$ cat src/rtl/card_corner_locator.sv
// Scans outward from a centre point in a thresholded frame to find the four card edges,
// then derives the top-left glyph window (address, width, height) for the classifier.
module card_corner_locator #(
    parameter int WIDTH        = 240,
    parameter int HEIGHT       = 320,
    parameter int READ_LATENCY = 2
) (
    input  logic        clk_in,
    input  logic        rst_in,
    input  logic        find_corners_flag,
    input  logic [7:0]  x_center,
    input  logic [8:0]  y_center,
    input  logic [15:0] pixel_data_in,
    output logic [16:0] pixel_addr_out,
    output logic [7:0]  right_edge,
    output logic [7:0]  left_edge,
    output logic [8:0]  top_edge,
    output logic [8:0]  bot_edge,
    output logic        edges_valid,
    output logic [16:0] corner_addr_out,
    output logic [7:0]  corner_width,
    output logic [8:0]  corner_height,
    output logic        corner_valid
);

    localparam int CW = (READ_LATENCY < 1) ? 1 : $clog2(READ_LATENCY + 1);
    localparam logic [CW-1:0] LAT = CW'(READ_LATENCY);
    localparam logic [7:0] X_MAX = 8'(WIDTH - 1);
    localparam logic [8:0] Y_MAX = 9'(HEIGHT - 1);

    localparam logic [2:0] IDLE   = 3'd0;
    localparam logic [2:0] SCAN_R = 3'd1;
    localparam logic [2:0] SCAN_L = 3'd2;
    localparam logic [2:0] SCAN_U = 3'd3;
    localparam logic [2:0] SCAN_D = 3'd4;
    localparam logic [2:0] CORNER = 3'd5;

    logic [2:0]    state;
    logic          launch;
    logic [CW-1:0] cnt;
    logic [7:0]    xc;
    logic [7:0]    pos_x;
    logic [8:0]    yc;
    logic [8:0]    pos_y;
    logic          probe_done;
    logic          card;
    logic [7:0]    span_x;
    logic [8:0]    span_y;

    // Start is a single-cycle pulse, honoured only in IDLE; results are qualified by
    // one-cycle edges_valid then corner_valid pulses and hold until the next run.
    assign probe_done = !launch && (cnt == LAT);
    assign card       = pixel_data_in != 16'd0;
    assign span_x     = right_edge - left_edge;
    assign span_y     = bot_edge - top_edge;

    function automatic logic [16:0] pix_addr(input logic [8:0] y, input logic [7:0] x);
        return 17'(int'(y) * WIDTH) + 17'(x);
    endfunction

    // launch marks the first cycle of a scan: either issue the first probe or, at the
    // image border, finish immediately without touching the RAM.
    always_ff @(posedge clk_in) begin
        if (rst_in) begin
            state           <= IDLE;
            launch          <= 1'b0;
            cnt             <= '0;
            xc              <= '0;
            yc              <= '0;
            pos_x           <= '0;
            pos_y           <= '0;
            pixel_addr_out  <= '0;
            right_edge      <= '0;
            left_edge       <= '0;
            top_edge        <= '0;
            bot_edge        <= '0;
            edges_valid     <= 1'b0;
            corner_addr_out <= '0;
            corner_width    <= '0;
            corner_height   <= '0;
            corner_valid    <= 1'b0;
        end else begin
            edges_valid  <= 1'b0;
            corner_valid <= 1'b0;
            if (!launch && cnt != LAT) begin
                cnt <= cnt + 1'b1;
            end
            case (state)
                IDLE: begin
                    if (find_corners_flag) begin
                        xc     <= x_center;
                        yc     <= y_center;
                        state  <= SCAN_R;
                        launch <= 1'b1;
                    end
                end
                SCAN_R: begin
                    if (launch) begin
                        if (xc == X_MAX) begin
                            right_edge <= xc;
                            state      <= SCAN_L;
                        end else begin
                            pos_x          <= xc + 8'd1;
                            pixel_addr_out <= pix_addr(yc, xc + 8'd1);
                            launch         <= 1'b0;
                            cnt            <= '0;
                        end
                    end else if (probe_done) begin
                        if (!card || pos_x == X_MAX) begin
                            right_edge <= card ? pos_x : pos_x - 8'd1;
                            state      <= SCAN_L;
                            launch     <= 1'b1;
                        end else begin
                            pos_x          <= pos_x + 8'd1;
                            pixel_addr_out <= pix_addr(yc, pos_x + 8'd1);
                            cnt            <= '0;
                        end
                    end
                end
                SCAN_L: begin
                    if (launch) begin
                        if (xc == 8'd0) begin
                            left_edge <= xc;
                            state     <= SCAN_U;
                        end else begin
                            pos_x          <= xc - 8'd1;
                            pixel_addr_out <= pix_addr(yc, xc - 8'd1);
                            launch         <= 1'b0;
                            cnt            <= '0;
                        end
                    end else if (probe_done) begin
                        if (!card || pos_x == 8'd0) begin
                            left_edge <= card ? pos_x : pos_x + 8'd1;
                            state     <= SCAN_U;
                            launch    <= 1'b1;
                        end else begin
                            pos_x          <= pos_x - 8'd1;
                            pixel_addr_out <= pix_addr(yc, pos_x - 8'd1);
                            cnt            <= '0;
                        end
                    end
                end
                SCAN_U: begin
                    if (launch) begin
                        if (yc == 9'd0) begin
                            top_edge <= yc;
                            state    <= SCAN_D;
                        end else begin
                            pos_y          <= yc - 9'd1;
                            pixel_addr_out <= pix_addr(yc - 9'd1, xc);
                            launch         <= 1'b0;
                            cnt            <= '0;
                        end
                    end else if (probe_done) begin
                        if (!card || pos_y == 9'd0) begin
                            top_edge <= card ? pos_y : pos_y + 9'd1;
                            state    <= SCAN_D;
                            launch   <= 1'b1;
                        end else begin
                            pos_y          <= pos_y - 9'd1;
                            pixel_addr_out <= pix_addr(pos_y - 9'd1, xc);
                            cnt            <= '0;
                        end
                    end
                end
                SCAN_D: begin
                    if (launch) begin
                        if (yc == Y_MAX) begin
                            bot_edge    <= yc;
                            state       <= CORNER;
                            launch      <= 1'b0;
                            edges_valid <= 1'b1;
                        end else begin
                            pos_y          <= yc + 9'd1;
                            pixel_addr_out <= pix_addr(yc + 9'd1, xc);
                            launch         <= 1'b0;
                            cnt            <= '0;
                        end
                    end else if (probe_done) begin
                        if (!card || pos_y == Y_MAX) begin
                            bot_edge    <= card ? pos_y : pos_y - 9'd1;
                            state       <= CORNER;
                            edges_valid <= 1'b1;
                        end else begin
                            pos_y          <= pos_y + 9'd1;
                            pixel_addr_out <= pix_addr(pos_y + 9'd1, xc);
                            cnt            <= '0;
                        end
                    end
                end
                CORNER: begin
                    corner_addr_out <= pix_addr(top_edge, left_edge);
                    corner_width    <= span_x >> 2;
                    corner_height   <= span_y >> 2;
                    corner_valid    <= 1'b1;
                    state           <= IDLE;
                end
                default: begin
                    state  <= IDLE;
                    launch <= 1'b0;
                end
            endcase
        end
    end

endmodule

$ cat config.mk
export PLATFORM = sky130hd
export DESIGN_NAME = card_corner_locator
export DESIGN_NICKNAME = d
export VERILOG_FILES = /design/src/rtl/card_corner_locator.sv
export SDC_FILE = /design/constraint.sdc
export NUM_CORES = 1
export LEC_CHECK = 0
export ABC_AREA = 1
export CAP_MARGIN = 20
export CORE_MARGIN = 4
export CORE_UTILIZATION = 30
export CTS_CLUSTER_SIZE = 28
export DETAILED_ROUTE_END_ITERATION = 12
export PLACE_DENSITY = 0.53
export SETUP_SLACK_MARGIN = 0.15
export SLEW_MARGIN = 5
export SYNTH_ARGS = -nofsm -noshare
export SYNTH_HDL_FRONTEND = slang
export SYNTH_SLANG_ARGS = --single-unit
$ cat constraint.sdc
create_clock -name clk_in -period 5.4 [get_ports clk_in]
set_clock_uncertainty 0.1 [all_clocks]
set_input_delay 0.81 -clock clk_in [delete_from_list [all_inputs] [get_ports clk_in]]
set_output_delay 0.81 -clock clk_in [all_outputs]
set_load 0.02 [all_outputs]
==> metrics.yaml, run 1 <==
run_status:
  status: "complete, no violations"
synthesis:
  ys_ff_latch: 123
  ys_warn_count: 0
  yosysSeqAreaShare_pct: 17.3
  synth-simple-area-share_pct: 23.1
  synth-compound-area-share_pct: 18.5
  synth_flop_cell: "dfxtp_1"
  synth_top_family_by_area: "simple AND/OR/NAND/NOR gates"
  synth_edf_count: 0
  synth.distinct_cells: 58
  synthCells: 2081
  synth-xor-area-share_pct: 7.25
  synthMuxAreaShare_pct: 0
  syn_avg_cell_area_um2: 6.83
  async_flop_share_pct: 0
  synth_fa_ha_area_share_pct: 22.3
  syn_area_mm2: 0.0142
worst_setup_path:
  r2r_setup_slack_ps: 520
  timing_worst_setup_path_type: "flop to flop"
  r2r_cells: 21
  required_ps: 5680
  r2r-start: "pos_y[1]$_SDFFE_PP0P_"
  timing.rr.end: "pixel_addr_out[14]$_SDFFE_PP0P_"
  cp_max_fo: 8
  cp.arrival_ps: 5170
  end_kind: "flop"
  startpoint_type: "flop"
final_layout:
  synthToLayoutAreaGrowth_pct: 18.0
  layout_common_cells: "365 x nand2_1, 337 x inv_1, 174 x nor2_1"
  fill_cells: 5032
  multi_input_area_mm2: 0.0102
  diodes: 0
  drive_gt1_share_pct: 5.81
  mostFrequentLayoutCell: "nand2_1"
  seq_area_mm2: 0.00246
  nets: 2441
route:
  wl_per_cell_um: 16.1
  routed_wirelength_um: 45300
  drt_iter0_markers: 890
  ant_nets: 0
  dr.pass1.iters: 5
  post-route-drc-count: 0
  vias: 13900
  vias_per_cell: 4.95
grt:
  grt_pass1_vias: 13300
  grt_overflow_total: 0
  grt_use_total_pct: 17.7
  antenna_found_initial: 0
  grt_max_degree: 56
  grt_pass1_wl_um: 72200
placed_design:
  portBuffers: 118
  dp_hpwl_um: 36400
  gp_congestion: 0.915
worst_hold_path:
  min_path_cells: 2
  hp-class: "flop to flop"
  hp-start: "right_edge[0]$_SDFFE_PP0P_"
  whs_endpoint: "right_edge[0]$_SDFFE_PP0P_"
clock_network:
  cts_hold_buf: 0
  root_buffer: "clkbuf_16"
  clk_pin_slew_worst_paths_ps: 60
  cts_tree: "built"
  post_cts_buffers: 0
  numCtsBuffers: 17
  cts-htree-levels: 4
  clk_latency_ps: 450
  cts.sink_count: 123
  clock_path_buffers: 2
sta:
  fin_setup_tns_ps: 0
  report.final.slew_viol_count: 0
  max_clock_freq_mhz: 205
  worst_pin_slew_ps: 957
  finalCriticalPeriod_ps: 4880
  setup_viol: 0
  timing.final.crit_share_pct: 90.4
  hold_viol: 0
  rsz0062_at_grt: "no"
  relSlewSlack_pct: 36.1
floorplanning:
  die-area_mm2: 0.0509
  die_w_um: 226
  core_mm2: 0.0467
  rows: 79
  ios: 123
  chipHeight_um: 226
  start_util_pct: 30.4
flow_run:
  cap_violations: 0
critical path: stages (launching register included):
cell	delay, ps
dfxtp_1	460
inv_1	140
ha_1	400
xor2_1	270
ha_1	300
inv_1	70
fa_1	450
fa_1	530
nor2_1	50
o21ai_0	270
nand2_1	180
ha_1	380
nand3_1	90
nand2_1	80
inv_1	60
nor2_1	170
nand4_2	160
nor2_2	200
nand2_1	100
a21oi_1	120
o21ai_1	120
a21oi_2	120
worst max-delay path by stage:
stage,startpoint,end,depth (start not counted)
after detailed placement,yc[0]$_SDFFE_PP0P_,pixel_addr_out[15]$_SDFFE_PP0P_,28
final,pos_y[1]$_SDFFE_PP0P_,pixel_addr_out[14]$_SDFFE_PP0P_,21
after global placement,pos_y[1]$_SDFFE_PP0P_,pixel_addr_out[15]$_SDFFE_PP0P_,26
after global routing,yc[0]$_SDFFE_PP0P_,pixel_addr_out[15]$_SDFFE_PP0P_,24
after CTS,yc[0]$_SDFFE_PP0P_,pixel_addr_out[15]$_SDFFE_PP0P_,26
after floorplan,yc[2]$_SDFFE_PP0P_,pixel_addr_out[15]$_SDFFE_PP0P_,28
timing repair:
action                     in CTS  in global routing
setup endpoints to repair       0                  3
resized for setup               0                  9
hold endpoints to repair        0                  0
sequential cells by signal, indices dropped and copies added, names as in the netlist:
name             count
corner_addr_out     17
pixel_addr_out      17
bot_edge             9
pos_y                9
top_edge             9
yc                   9
left_edge            8
pos_x                8
right_edge           8
xc                   8
corner_height        7
corner_width         6
state                3
cnt                  2
corner_valid         1
edges_valid          1
launch               1
per-layer routing:
layer	vias up	part of all wire [%]	wire, um	global-route usage, %
met4	0	2.0	899	4.23
met2	370	44	20000	28.3
li1	7007	-	-	-
met3	55	5.5	2480	2.90
met5	-	0	0	0
met1	6460	48	21900	25.1
layout make-up:
class,count,share of cell area (%)
Clock buffer,18,2.62
Clock inverter,13,1.13
Multi-Input combinational cell,1545,60.7
Timing Repair Buffer,145,8.33
Tap cell,607,4.53
Inverter,358,8.03
Sequential cell,123,14.7
cells by family (layout without fill, tap and decap cells):
| kind of cell | after synthesis | after routing |
|---|---|---|
| simple gates | 758 | 758 |
| buf+inv | 416 | 534 |
| xor+xnor | 115 | 115 |
| fa+ha+maj | 215 | 215 |
| compound gates | 453 | 453 |
| other cells | 1 | 4 |
| flops | 123 | 123 |
through the flow:
stage | hold WS, ps | area [um2] | worst slack (ps) | utilization [%] | instances
global placement | 365 | 16100 | 576 | 34.5 | 2778
floorplan | 367 | 14200 | 1000 | - | 2084
finish | 382 | 16800 | 516 | 35.9 | 2809
CTS | 382 | 16700 | 454 | 35.8 | 2809
global route | 426 | 16800 | 166 | 35.9 | 2809
detailed placement | 373 | 16100 | 470 | 34.5 | 2778
cells in the mapped netlist (all sizes together) (23+ instances only):
cell	count	area share (%)
a211oi	24	1.3
a21oi	148	5.3
buf	29	1.3
clkbuf	29	0.78
dfxtp	123	17
fa	63	8.9
ha	152	13
inv	356	9.4
nand2	367	9.7
nand3	127	4.5
nand4	30	1.4
nor2	186	5.2
nor3	29	1.3
o21ai	176	6.2
o21bai	37	2.0
xnor2	23	1.4
xor2	92	5.8
Power of run 1 is left out: the tool's default activity adds up to more than one toggle a clock period on the data nets, which glitch-free logic cannot reach.
==> inputs of run 2 (changes only) <==
- GPL_TIMING_DRIVEN: not set -> 1
- SLEW_MARGIN: 5 -> not set
==> results of run 2 <==
Same layout as run 1: the final DEF is identical, and so are final timing and power.
Power of run 2 is left out for the same reason.
